`src/rtl/filter_frame_sequencer_pkg.sv`:
```
// filter_frame_sequencer_pkg: frame-controller state encoding and default frame geometry
package filter_frame_sequencer_pkg;
  localparam int WIDTH_DEF = 320;
  localparam int HEIGHT_DEF = 240;
  localparam int ADDR_W_DEF = 17;
  localparam int PIX_W_DEF = 12;
  localparam int TIMEOUT_DEF = 200000;
  typedef enum logic [2:0] {IDLE, CAPTURE, ARM, FILTER, LATCH} state_t;
endpackage

```
`src/rtl/filter_frame_sequencer_watchdog.sv`:
```
// filter_frame_sequencer_watchdog: clear/enable cycle counter that holds at its terminal count
module filter_frame_sequencer_watchdog #(
  parameter int TIMEOUT_CYCLES = 200000
) (
  input  logic clk,
  input  logic reset,
  input  logic clear,
  input  logic en,
  output logic tc
);
  localparam int CW = $clog2(TIMEOUT_CYCLES);
  logic [CW-1:0] count;
  always_ff @(posedge clk)
    if (!reset || clear) count <= '0;
    else if (en && !tc) count <= count + 1'b1;
  assign tc = count == CW'(TIMEOUT_CYCLES - 1);
endmodule

```
`src/rtl/filter_frame_sequencer.sv`:
```
// filter_frame_sequencer: owns the frame buffer, sequences capture/filter and latches per-frame results
module filter_frame_sequencer
  import filter_frame_sequencer_pkg::*;
#(
  parameter int WIDTH = WIDTH_DEF,
  parameter int HEIGHT = HEIGHT_DEF,
  parameter int ADDR_W = ADDR_W_DEF,
  parameter int PIX_W = PIX_W_DEF,
  parameter int TIMEOUT_CYCLES = TIMEOUT_DEF
) (
  input  logic              clk,
  input  logic              reset,
  input  logic              run_en,
  input  logic              cam_frame_start,
  input  logic              cam_frame_end,
  input  logic              cam_wr_en,
  input  logic [ADDR_W-1:0] cam_addr,
  input  logic [PIX_W-1:0]  cam_data,
  output logic              flt_waiting_for_new_frame,
  output logic              flt_enable,
  input  logic              flt_frame_done,
  input  logic              flt_wr_enable,
  input  logic [ADDR_W-1:0] flt_read_addr,
  input  logic [ADDR_W-1:0] flt_write_addr,
  input  logic [PIX_W-1:0]  flt_data_out,
  input  logic [9:0]        flt_h_centroid,
  input  logic              flt_stop_detect,
  output logic [ADDR_W-1:0] mem_addr,
  output logic              mem_wr_en,
  output logic [PIX_W-1:0]  mem_wdata,
  output logic [9:0]        centroid,
  output logic              stop,
  output logic              result_valid,
  output logic              busy,
  output logic              timeout_err,
  output logic [15:0]       frame_count,
  output logic [7:0]        dropped_count
);
  localparam int FRAME_PIXELS = WIDTH * HEIGHT;
  state_t state, next;
  logic tc, flt_owns, done_stop;
  logic [9:0] done_cent;

  filter_frame_sequencer_watchdog #(.TIMEOUT_CYCLES(TIMEOUT_CYCLES)) u_watchdog (
    .clk(clk),
    .reset(reset),
    .clear(state == ARM),
    .en(state == FILTER),
    .tc(tc)
  );

  always_ff @(posedge clk)
    if (!reset) state <= IDLE;
    else state <= next;

  always_comb begin
    next = state;
    case (state)
      IDLE:    if (cam_frame_start && run_en) next = CAPTURE;
      CAPTURE: if (cam_frame_end) next = ARM; else if (!run_en) next = IDLE;
      ARM:     next = FILTER;
      FILTER:  if (flt_frame_done) next = LATCH; else if (tc) next = IDLE;
      default: next = IDLE;
    endcase
  end

  // Buffer ownership is a pure function of state so grants switch with zero latency.
  always_comb begin
    flt_owns = state == ARM || state == FILTER;
    flt_enable = flt_owns;
    flt_waiting_for_new_frame = !flt_owns;
    busy = state != IDLE;
    mem_addr = flt_owns ? (flt_wr_enable ? flt_write_addr : flt_read_addr) : state == CAPTURE ? cam_addr : '0;
    mem_wr_en = flt_owns ? flt_wr_enable : state == CAPTURE && cam_wr_en && int'(cam_addr) < FRAME_PIXELS;
    mem_wdata = flt_owns ? flt_data_out : state == CAPTURE ? cam_data : '0;
  end

  always_ff @(posedge clk)
    if (!reset) begin
      done_cent <= '0;
      done_stop <= 1'b0;
      centroid <= '0;
      stop <= 1'b0;
      result_valid <= 1'b0;
      timeout_err <= 1'b0;
      frame_count <= '0;
      dropped_count <= '0;
    end else begin
      result_valid <= state == LATCH;
      if (state == FILTER && flt_frame_done) begin
        done_cent <= flt_h_centroid;
        done_stop <= flt_stop_detect;
      end
      if (state == LATCH) begin
        centroid <= done_cent;
        stop <= done_stop;
        frame_count <= frame_count + 1'b1;
      end
      if (state == FILTER && !flt_frame_done && tc) timeout_err <= 1'b1;
      if (state != IDLE && cam_frame_start && dropped_count != 8'hff) dropped_count <= dropped_count + 1'b1;
    end
endmodule

```
`config.mk`:
```
export PLATFORM = sky130hd
export DESIGN_NAME = filter_frame_sequencer
export DESIGN_NICKNAME = d
export VERILOG_FILES = /design/src/rtl/filter_frame_sequencer_pkg.sv /design/src/rtl/filter_frame_sequencer_watchdog.sv /design/src/rtl/filter_frame_sequencer.sv
export SDC_FILE = /design/constraint.sdc
export NUM_CORES = 1
export LEC_CHECK = 0
export ABC_AREA = 0
export ABC_CLOCK_PERIOD_IN_PS = 4000
export CORE_MARGIN = 2
export CORE_UTILIZATION = 45
export DETAILED_ROUTE_END_ITERATION = 6
export PLACE_DENSITY_LB_ADDON = 0.15
export SLEW_MARGIN = 10
export SYNTH_ARGS = -nofsm -noshare
export SYNTH_HDL_FRONTEND = slang
export SYNTH_SLANG_ARGS = --single-unit
```
`constraint.sdc`:
```
create_clock -name clk -period 4 [get_ports clk]
set_clock_uncertainty 0.2 [all_clocks]
set_input_delay 1 -clock clk [delete_from_list [all_inputs] [get_ports clk]]
set_output_delay 1 -clock clk [all_outputs]
set_load 0.01 [all_outputs]
```
==> results.md, run 1 <==
- In this run, CTS created clock tree buffers numbering 9.
- The buffers plus inverters on the worst setup path is 3.
- Setup violations remaining at the end of the flow were counted as 0.
- The number of hold buffers added after CTS was 0.
- The detail-routed net length per standard cell is between 10 and 15 µm.
- The number of antenna violations at the first check in global routing is 0.
- The top flip-flop cell by instance count after synthesis is sky130_fd_sc_hd__dfxtp_1.
- The final weighted congestion of routability-driven global placement is roughly 0.88.
- The number of input and output port buffers inserted is ~160.
- The sequential-to-total area share from yosys stat is 0.396.
- The largest fanout on the critical path is 18.
- The area added between synthesis and finish is 54.9%.
- Of the total power, the share spent switching nets is 0.236.
- The number of hold violations in the final report was 0.
- The worst-case IR drop observed on VDD is 0.000148 V.
- The post-synthesis compound-gate area fraction was 0.172.
- In this run the vertical extent of the chip is around 90 µm.
- The detailed router placed between 3000 and 4000 vias in this run.
- After clock tree synthesis, the repair step resized 0 gates.
- The starting density of the core is 0.458.
- For this run the aggregate overflow at the end of global routing stands at 0.
- Synthesis produced about 420 cells.
- The floorplan has 32 rows.
- Setup repair after global routing left no endpoint under its margin.
- The main combinational cell family by area after synthesis is simple AND/OR/NAND/NOR gates.
- Leaving out fill and tap cells, the most frequent cell in the layout is sky130_fd_sc_hd__clkdlybuf4s50_1.
- The flip-flop and latch count after synthesis is approximately 70.
- The floorplan step defined a core boundary enclosing roughly 7600 µm².
- The tree is rooted in a sky130_fd_sc_hd__clkbuf_8.
- The critical path endpoint category is a primary output.
- A synthesized cell averages about 8.3 µm².
- Of all cell types, the one taking the most synthesized area is sky130_fd_sc_hd__dfxtp_1.
- The data arrival time of the critical path is around 2.6 ns.
- The full die area is ~8500 µm².
- After synthesis, the share of flip-flops with an asynchronous set or reset is 0.
- The completed layout was analyzed and its total power is 1.46 mW.
- Clock-pin slew was measured on the worst setup and hold paths at 0.08 ns.
- The tree built by TritonCTS fans out to ~70 sinks.
- Once detail routing completed, the nets flagged for antenna violations numbered 0.
- For this run, the number of standard cells in the final layout without fillers is roughly 700.
- The worst slew margin relative to its limit is 0.391.
- The Yosys step of the flow raised 0 warnings.
- The critical path's slowest cell is sky130_fd_sc_hd__clkdlybuf4s50_1.
- The clock latency of the later-clocked register in the worst-skew pair is between 0.3 and 0.4 ns.
- The H-tree was split into 3 levels.
- The run finished with clean final reports.
- The die boundary width is 92.0 µm.
- The proportion of power drawn by flip-flops and latches is 0.474.
- The via count of the first global-routing pass is between 3000 and 4000.
- The combinational fraction of design power is 0.152.
- The cell-internal power is 1.12 mW.
- Wires add up to between 9000 and 10000 µm.
- The longest individual stage delay on the worst path is around 0.6 ns.
- The kind of cell with the highest combined delay along the critical path is buffers and inverters.
- The half-perimeter wire length of the detailed placement result is 7340 µm.
- The aggregate global-route resource usage is 0.234.
- In this run, distinct cell masters in the synthesized netlist total 47.
- The power dissipated by switching net loads is between 0.3 and 0.4 mW.
- In this run, placement finished with an instance count of ~670.
- The post-synthesis instance area is approximately 3500 µm².
- The first-pass iteration count of the detailed router is 6.
- The setup slack after layout is between 0.15 and 0.2 ns.
- The total power divided by cell area is about 270 nW/µm².
- The per-cell via count in the routed design is 5.11.
- Entering global routing, the biggest net connects 53 pins.
- Adding up every negative setup slack in the final design gives 0 ns.
- The analysis attributes to cell leakage a power of around 1.9 nW.
- The clock share of power is 0.375.
- In the layout the commonest cells are 163 x sky130_fd_sc_hd__clkdlybuf4s50_1, 80 x sky130_fd_sc_hd__nand2_1, 69 x sky130_fd_sc_hd__dfxtp_1.
- The post-CTS setup buffer count is 0.
- The startpoint class of the critical path is an input pin.
- The simple-gate share of the synthesized area is 0.266.
- The final standard cell utilization of the core is 0.710.
- The buffer levels on the longest clock path is 2.
- Of the total synthesized cell area, the portion taken by full adders, half adders and majority gates is 0.0108.
- In the finished design, the share of the clock period the worst path needs comes to 0.957.
- The cell with the most instances on the worst path is sky130_fd_sc_hd__clkdlybuf4s50_1.
- Counting every net in the synthesized netlist gives around 520.
- The worst path needs around 3.8 ns of the cycle, external delays included.
- The xor/xnor share of the synthesized area is 0.0703.
- The actual slew at the worst max-slew pin is around 0.91 ns.
- The setup slack at placement is just under 0.2 ns.
- The area fraction of the dominant cell type after synthesis is 0.396.
- The synthesized design contains 0 enable-type register cells.
- For this run, the top clock speed supported by timing is between 200 and 300 MHz.
- In the final layout, the share of cells above drive strength 1 is 0.0483.
- The number of violations of the max-capacitance limit is 0.
- The kind of path behind the tightest hold check is flip-flop to flip-flop.
- The I/O pin count is 164.
- The critical path is of the input pin to primary output type.
- Ranked by total cell area, the synthesized netlist is headed by sky130_fd_sc_hd__dfxtp_1 40%, sky130_fd_sc_hd__nand2_1 8.6%, sky130_fd_sc_hd__a21boi_0 5.6%.
- The detailed-route DRC error count is 0.
- Traced cell by cell, the critical path runs through clkdlybuf4s50_1 -> buf_12 -> mux2i_1 -> o21ai_0 -> clkdlybuf4s50_1.
- The antenna diode instance count is 0.
- Data on the critical path is required at its endpoint by roughly 2.8 ns.
- The DRC violation total after the first TritonRoute iteration is 165.
- The CTS tree is built.
- The wire length of the first global-routing pass is around 16000 µm.
- The number of nets in the layout is just under 700.
- Of the post-synthesis cell area, the part taken by muxes is 0.0517.
- The final count of pins violating max slew was 0.
[path summary, 6_finish.rpt]
check                startpoint  cells after the start               to  slack, ns
hold / removal     done_cent[0]                      2     done_cent[0]       0.26
setup / recovery  flt_wr_enable                      5     mem_addr[14]       0.17
setup reg to reg       state[2]                      5  frame_count[15]       1.60
hold reg to reg    done_cent[0]                      2     done_cent[0]       0.26
[power groups by stage]
stage	combinational [mW]	sequential [mW]	clock, mW
CTS	0.223	0.692	0.554
finish	0.221	0.692	0.548
detailed placement	0.221	0.708	0
global placement	0.218	0.708	0
global route	0.238	0.693	0.587
floorplan	0.0734	0.706	0
[sequential cells by signal (all words and copies together), names as in the netlist]
| name | count |
|---|---|
| done_stop | 1 |
| done_cent | 10 |
| frame_count | 16 |
| dropped_count | 8 |
| state | 3 |
| timeout_err | 1 |
| centroid | 10 |
| stop | 1 |
| result_valid | 1 |
| u_watchdog.count | 18 |
[kinds of logic (layout without fill, tap and decap cells)]
| group | count (synthesis) | count (layout) |
|---|---|---|
| compound gates | 88 | 88 |
| xor+xnor | 28 | 28 |
| simple gates | 184 | 184 |
| buf+inv | 29 | 190 |
| flops | 69 | 69 |
| fa+ha+maj | 3 | 3 |
| mux | 18 | 18 |
[layer usage]
layer | vias up | GRT usage | share of wire
met2 | 110 | 0.415 | 0.51
met5 | - | 0 | 0
met4 | 0 | 0.0933 | 0.022
met1 | 1580 | 0.269 | 0.40
li1 | 1776 | - | -
met3 | 19 | 0.0616 | 0.059
[layout make-up]
cell class,count,area [µm²]
multi-input cells,321,2000
inverters,7,26.3
clock inverters,6,63.8
well taps,102,128
fillers,583,2210
clock buffers,9,124
repair buffers,168,1680
flip-flops and latches,69,1380
[synth_stat cells (2+ instances only)]
master and count:
sky130_fd_sc_hd__nand3_1 16, sky130_fd_sc_hd__nor4_1 3, sky130_fd_sc_hd__a21oi_1 6, sky130_fd_sc_hd__nor2_1 18, sky130_fd_sc_hd__ha_1 3, sky130_fd_sc_hd__and2_1 20
sky130_fd_sc_hd__xor2_1 11, sky130_fd_sc_hd__and4_1 2, sky130_fd_sc_hd__o21a_1 2, sky130_fd_sc_hd__a21boi_1 2, sky130_fd_sc_hd__o21ai_0 27, sky130_fd_sc_hd__or3_1 8
sky130_fd_sc_hd__nand2_1 80, sky130_fd_sc_hd__dfxtp_1 69, sky130_fd_sc_hd__nand4_1 8, sky130_fd_sc_hd__buf_2 5, sky130_fd_sc_hd__or4_1 3, sky130_fd_sc_hd__nor2b_1 2
sky130_fd_sc_hd__nor3_1 9, sky130_fd_sc_hd__o31ai_1 3, sky130_fd_sc_hd__xnor2_1 17, sky130_fd_sc_hd__mux2i_1 18, sky130_fd_sc_hd__a22o_1 12, sky130_fd_sc_hd__and3_1 4
sky130_fd_sc_hd__clkbuf_1 16, sky130_fd_sc_hd__o22a_1 2, sky130_fd_sc_hd__o21ai_1 2, sky130_fd_sc_hd__inv_1 7, sky130_fd_sc_hd__a21boi_0 26
[stage by stage]
stage,instance area [µm²],hold slack (ns)
finish,5400,0.264
global route,5400,0.288
CTS,5400,0.268
detailed placement,5210,0.257
global placement,5210,0.247
floorplan,3490,0.241
[worst min-delay path: cells and delay by family, from the launching register on]
| family | cells | cell delay [ns] |
|---|---|---|
| compound gates | 1 | 0.06 |
| simple gates | 1 | 0.04 |
| flops | 1 | 0.31 |
Power figures use the tool's default switching activity.
==> run 2, diff against run 1 <==
--- a/config.mk
+++ b/config.mk
@@ -10,6 +10,7 @@
 export CORE_MARGIN = 2
 export CORE_UTILIZATION = 45
 export DETAILED_ROUTE_END_ITERATION = 6
+export MAX_ROUTING_LAYER = met4
 export PLACE_DENSITY_LB_ADDON = 0.15
 export SLEW_MARGIN = 10
 export SYNTH_ARGS = -nofsm -noshare
==> results.md, run 2 (same netlist as run 1, synthesis figures left out) <==
- At the worst endpoint, the required time is approximately 2.8 ns.
- More flip-flops sit in one register than any other, and that register is u_watchdog.count.
- The half-perimeter wire length of the detailed placement result is about 7300 µm.
- In this run the core area contains 32 standard-cell rows.
- The met1 demand-to-capacity share in global routing is 0.269.
- The repair_antennas step left the layout with diodes totalling 0.
- The die covers between 8000 and 9000 µm².
- The starting density of the core is 0.458.
- Entering global routing, the biggest net connects 53 pins.
- The later pin in the worst-skew pair is clocked with a latency of 0.34 ns.
- The clock-pin slew on the worst setup and hold paths is 0.08 ns.
- The share of total power dissipated in the clock network is 0.374.
- The detailed-route DRC error count is 0.
- The critical path class is input pin to primary output.
- At the pin with the least slew margin, the transition time is ~0.9 ns.
- The cell-internal power is approximately 1.1 mW.
- The layout cell share with drive strength beyond 1 is 0.0483.
- In this run the post-CTS setup repair buffer count came out at 0.
- The worst slew margin relative to its limit is 0.377.
- Of the total power, combinational logic draws 0.152.
- The root buffer selected by CTS is sky130_fd_sc_hd__clkbuf_8.
- The fraction of met3 tracks used by global routing is 0.0559.
- The most common library cell in the layout ignoring fill and taps is sky130_fd_sc_hd__clkdlybuf4s50_1.
- The design draws around 1.5 mW.
- The startpoint class of the critical path is an input pin.
- Setup repair after global routing left no endpoint under its margin.
- The number of violations of the max-capacitance limit is 0.
- The number of hold violations in the final report is 0.
- Derived from the worst setup path, the maximum achievable clock frequency is 261 MHz.
- The hold buffer count at CTS is 0.
- The largest vdd supply drop is roughly 0.00015 V.
- Summed over all nets, the switching power comes to ~0.34 mW.
- The via count is between 3000 and 4000.
- Setup violations remaining at the end of the flow were counted as 0.
- The path class of the tightest hold or removal check is flip-flop to flip-flop.
- The part of the cycle the worst path needs is 0.957.
- Relative to the synthesized area, the layout overhead comes to 54.9%.
- In this run the remaining antenna-violating nets after routing total 0.
- The H-tree level count is 3.
- Global routing finished with a remaining overflow of 0.
- The first detailed-routing pass ran for 4 iterations.
- The aggregate global-route resource usage is 0.240.
- The final wirelength is 9740 µm.
- The largest registers in the layout are u_watchdog.count: 18 flops, frame_count: 16 flops.
- In this run the worst path has a maximum fanout of 18.
- The most used routing layer is met2.
- The minimum clock period after layout is about 3.8 ns.
- The DRC violation total after the first TritonRoute iteration is ~170.
- After detailed routing, the average wire length per cell comes to 14.3 µm.
- Of the total power, the share spent switching nets is 0.235.
- 164 I/O pins were placed.
- The run finished with clean final reports.
- The met2 capacity usage during global routing is 0.416.
- Counting every sink on the clock net gives between 60 and 70.
- From bottom edge to top edge, the die measures around 92 µm.
- The total power divided by cell area is around 270 nW/µm².
- In this run, post-CTS repair resized a total of 0 instances.
- The setup TNS after final layout is 0 ns.
- The final count of pins violating max slew was 0.
- The leakage power figure is 1.92 nW.
- The number of antenna violations at the first check in global routing is 0.
- The worst setup path is captured at a primary output.
- Dividing the detail-routed via count by the number of cells gives 5.15.
- The layout has about 600 filler cells.
- The first global-routing pass estimated roughly 16000 µm of wire.
- The register with the most flip-flops in the layout has 18 of them.
- The clock passes through at most 2 buffers.
- The total area inside the core boundary comes to 7610 µm².
- The data arrival time of the critical path is 2.63 ns.
- The proportion of power drawn by flip-flops and latches is 0.474.
- The number of clock buffers added by TritonCTS is 9.
- Leaving out fill and tap cells, the most frequent cells in the layout are 163 x sky130_fd_sc_hd__clkdlybuf4s50_1, 80 x sky130_fd_sc_hd__nand2_1, 69 x sky130_fd_sc_hd__dfxtp_1.
- The number of nets in the layout is between 600 and 700.
- The die boundary width is roughly 90 µm.
- The CTS tree is built.
- During placement, the flow inserted port buffers numbering ~160.
- The via count of the first global-routing pass came to around 3400.
- The final weighted congestion of routability-driven global placement is between 0.8 and 0.9.
## run 2: cell counts in the layout (fill, tap and decap cells not counted)
No cell type changed its count.
## run 2: path summary, 6_finish.rpt
path            startpoint               to  slack (ns)  depth (start not counted)
min reg2reg   done_cent[0]     done_cent[0]        0.26                          2
max reg2reg       state[2]  frame_count[15]        1.60                          5
max          flt_wr_enable     mem_addr[14]        0.17                          5
min           done_cent[0]     done_cent[0]        0.26                          2
## run 2: final cells by class
class,instances,area [µm²],area share
clock buffers,9,124,0.0229
clock inverters,6,63.8,0.0118
inverters,7,26.3,0.00487
multi-input cells,321,2000,0.370
flip-flops and latches,69,1380,0.256
well taps,102,128,0.0236
repair buffers,168,1680,0.311
## run 2: critical path: stages
cell	delay (ns)
sky130_fd_sc_hd__clkdlybuf4s50_1	0.50
sky130_fd_sc_hd__buf_12	0.19
sky130_fd_sc_hd__mux2i_1	0.08
sky130_fd_sc_hd__o21ai_0	0.23
sky130_fd_sc_hd__clkdlybuf4s50_1	0.61
## run 2: per-stage QoR
step	hold slack, ns	std cells	area, µm²	util	setup WS (ns)
5_1_grt	0.288	682	5400	0.710	0.0402
3_3_place_gp	0.247	667	5210	0.685	0.162
2_1_floorplan	0.241	419	3490	-	0.709
6_report	0.264	682	5400	0.710	0.171
3_5_place_dp	0.257	667	5210	0.685	0.197
4_1_cts	0.268	682	5400	0.710	0.174
## run 2: routing by layer
metal,wire (µm),vias up
li1,-,1780
met1,4020,1596
met2,4950,120
met4,227,0
met3,529,19
met5,0,-
## run 2: power groups by stage
| stage | Combinational [mW] | Sequential (mW) | Clock, mW |
|---|---|---|---|
| 2_1_floorplan | 0.0734 | 0.706 | 0 |
| 3_3_place_gp | 0.218 | 0.708 | 0 |
| 3_5_place_dp | 0.221 | 0.708 | 0 |
| 4_1_cts | 0.223 | 0.692 | 0.554 |
| 6_report | 0.222 | 0.692 | 0.546 |
| 5_1_grt | 0.238 | 0.693 | 0.587 |
==> run 3, diff against run 2 <==
--- a/config.mk
+++ b/config.mk
@@ -7,6 +7,7 @@
 export LEC_CHECK = 0
 export ABC_AREA = 0
 export ABC_CLOCK_PERIOD_IN_PS = 4000
+export CAP_MARGIN = 20
 export CORE_MARGIN = 2
 export CORE_UTILIZATION = 45
 export DETAILED_ROUTE_END_ITERATION = 6
==> results of run 3 <==
Same layout as run 2: the final DEF is identical, and so are final timing and power.
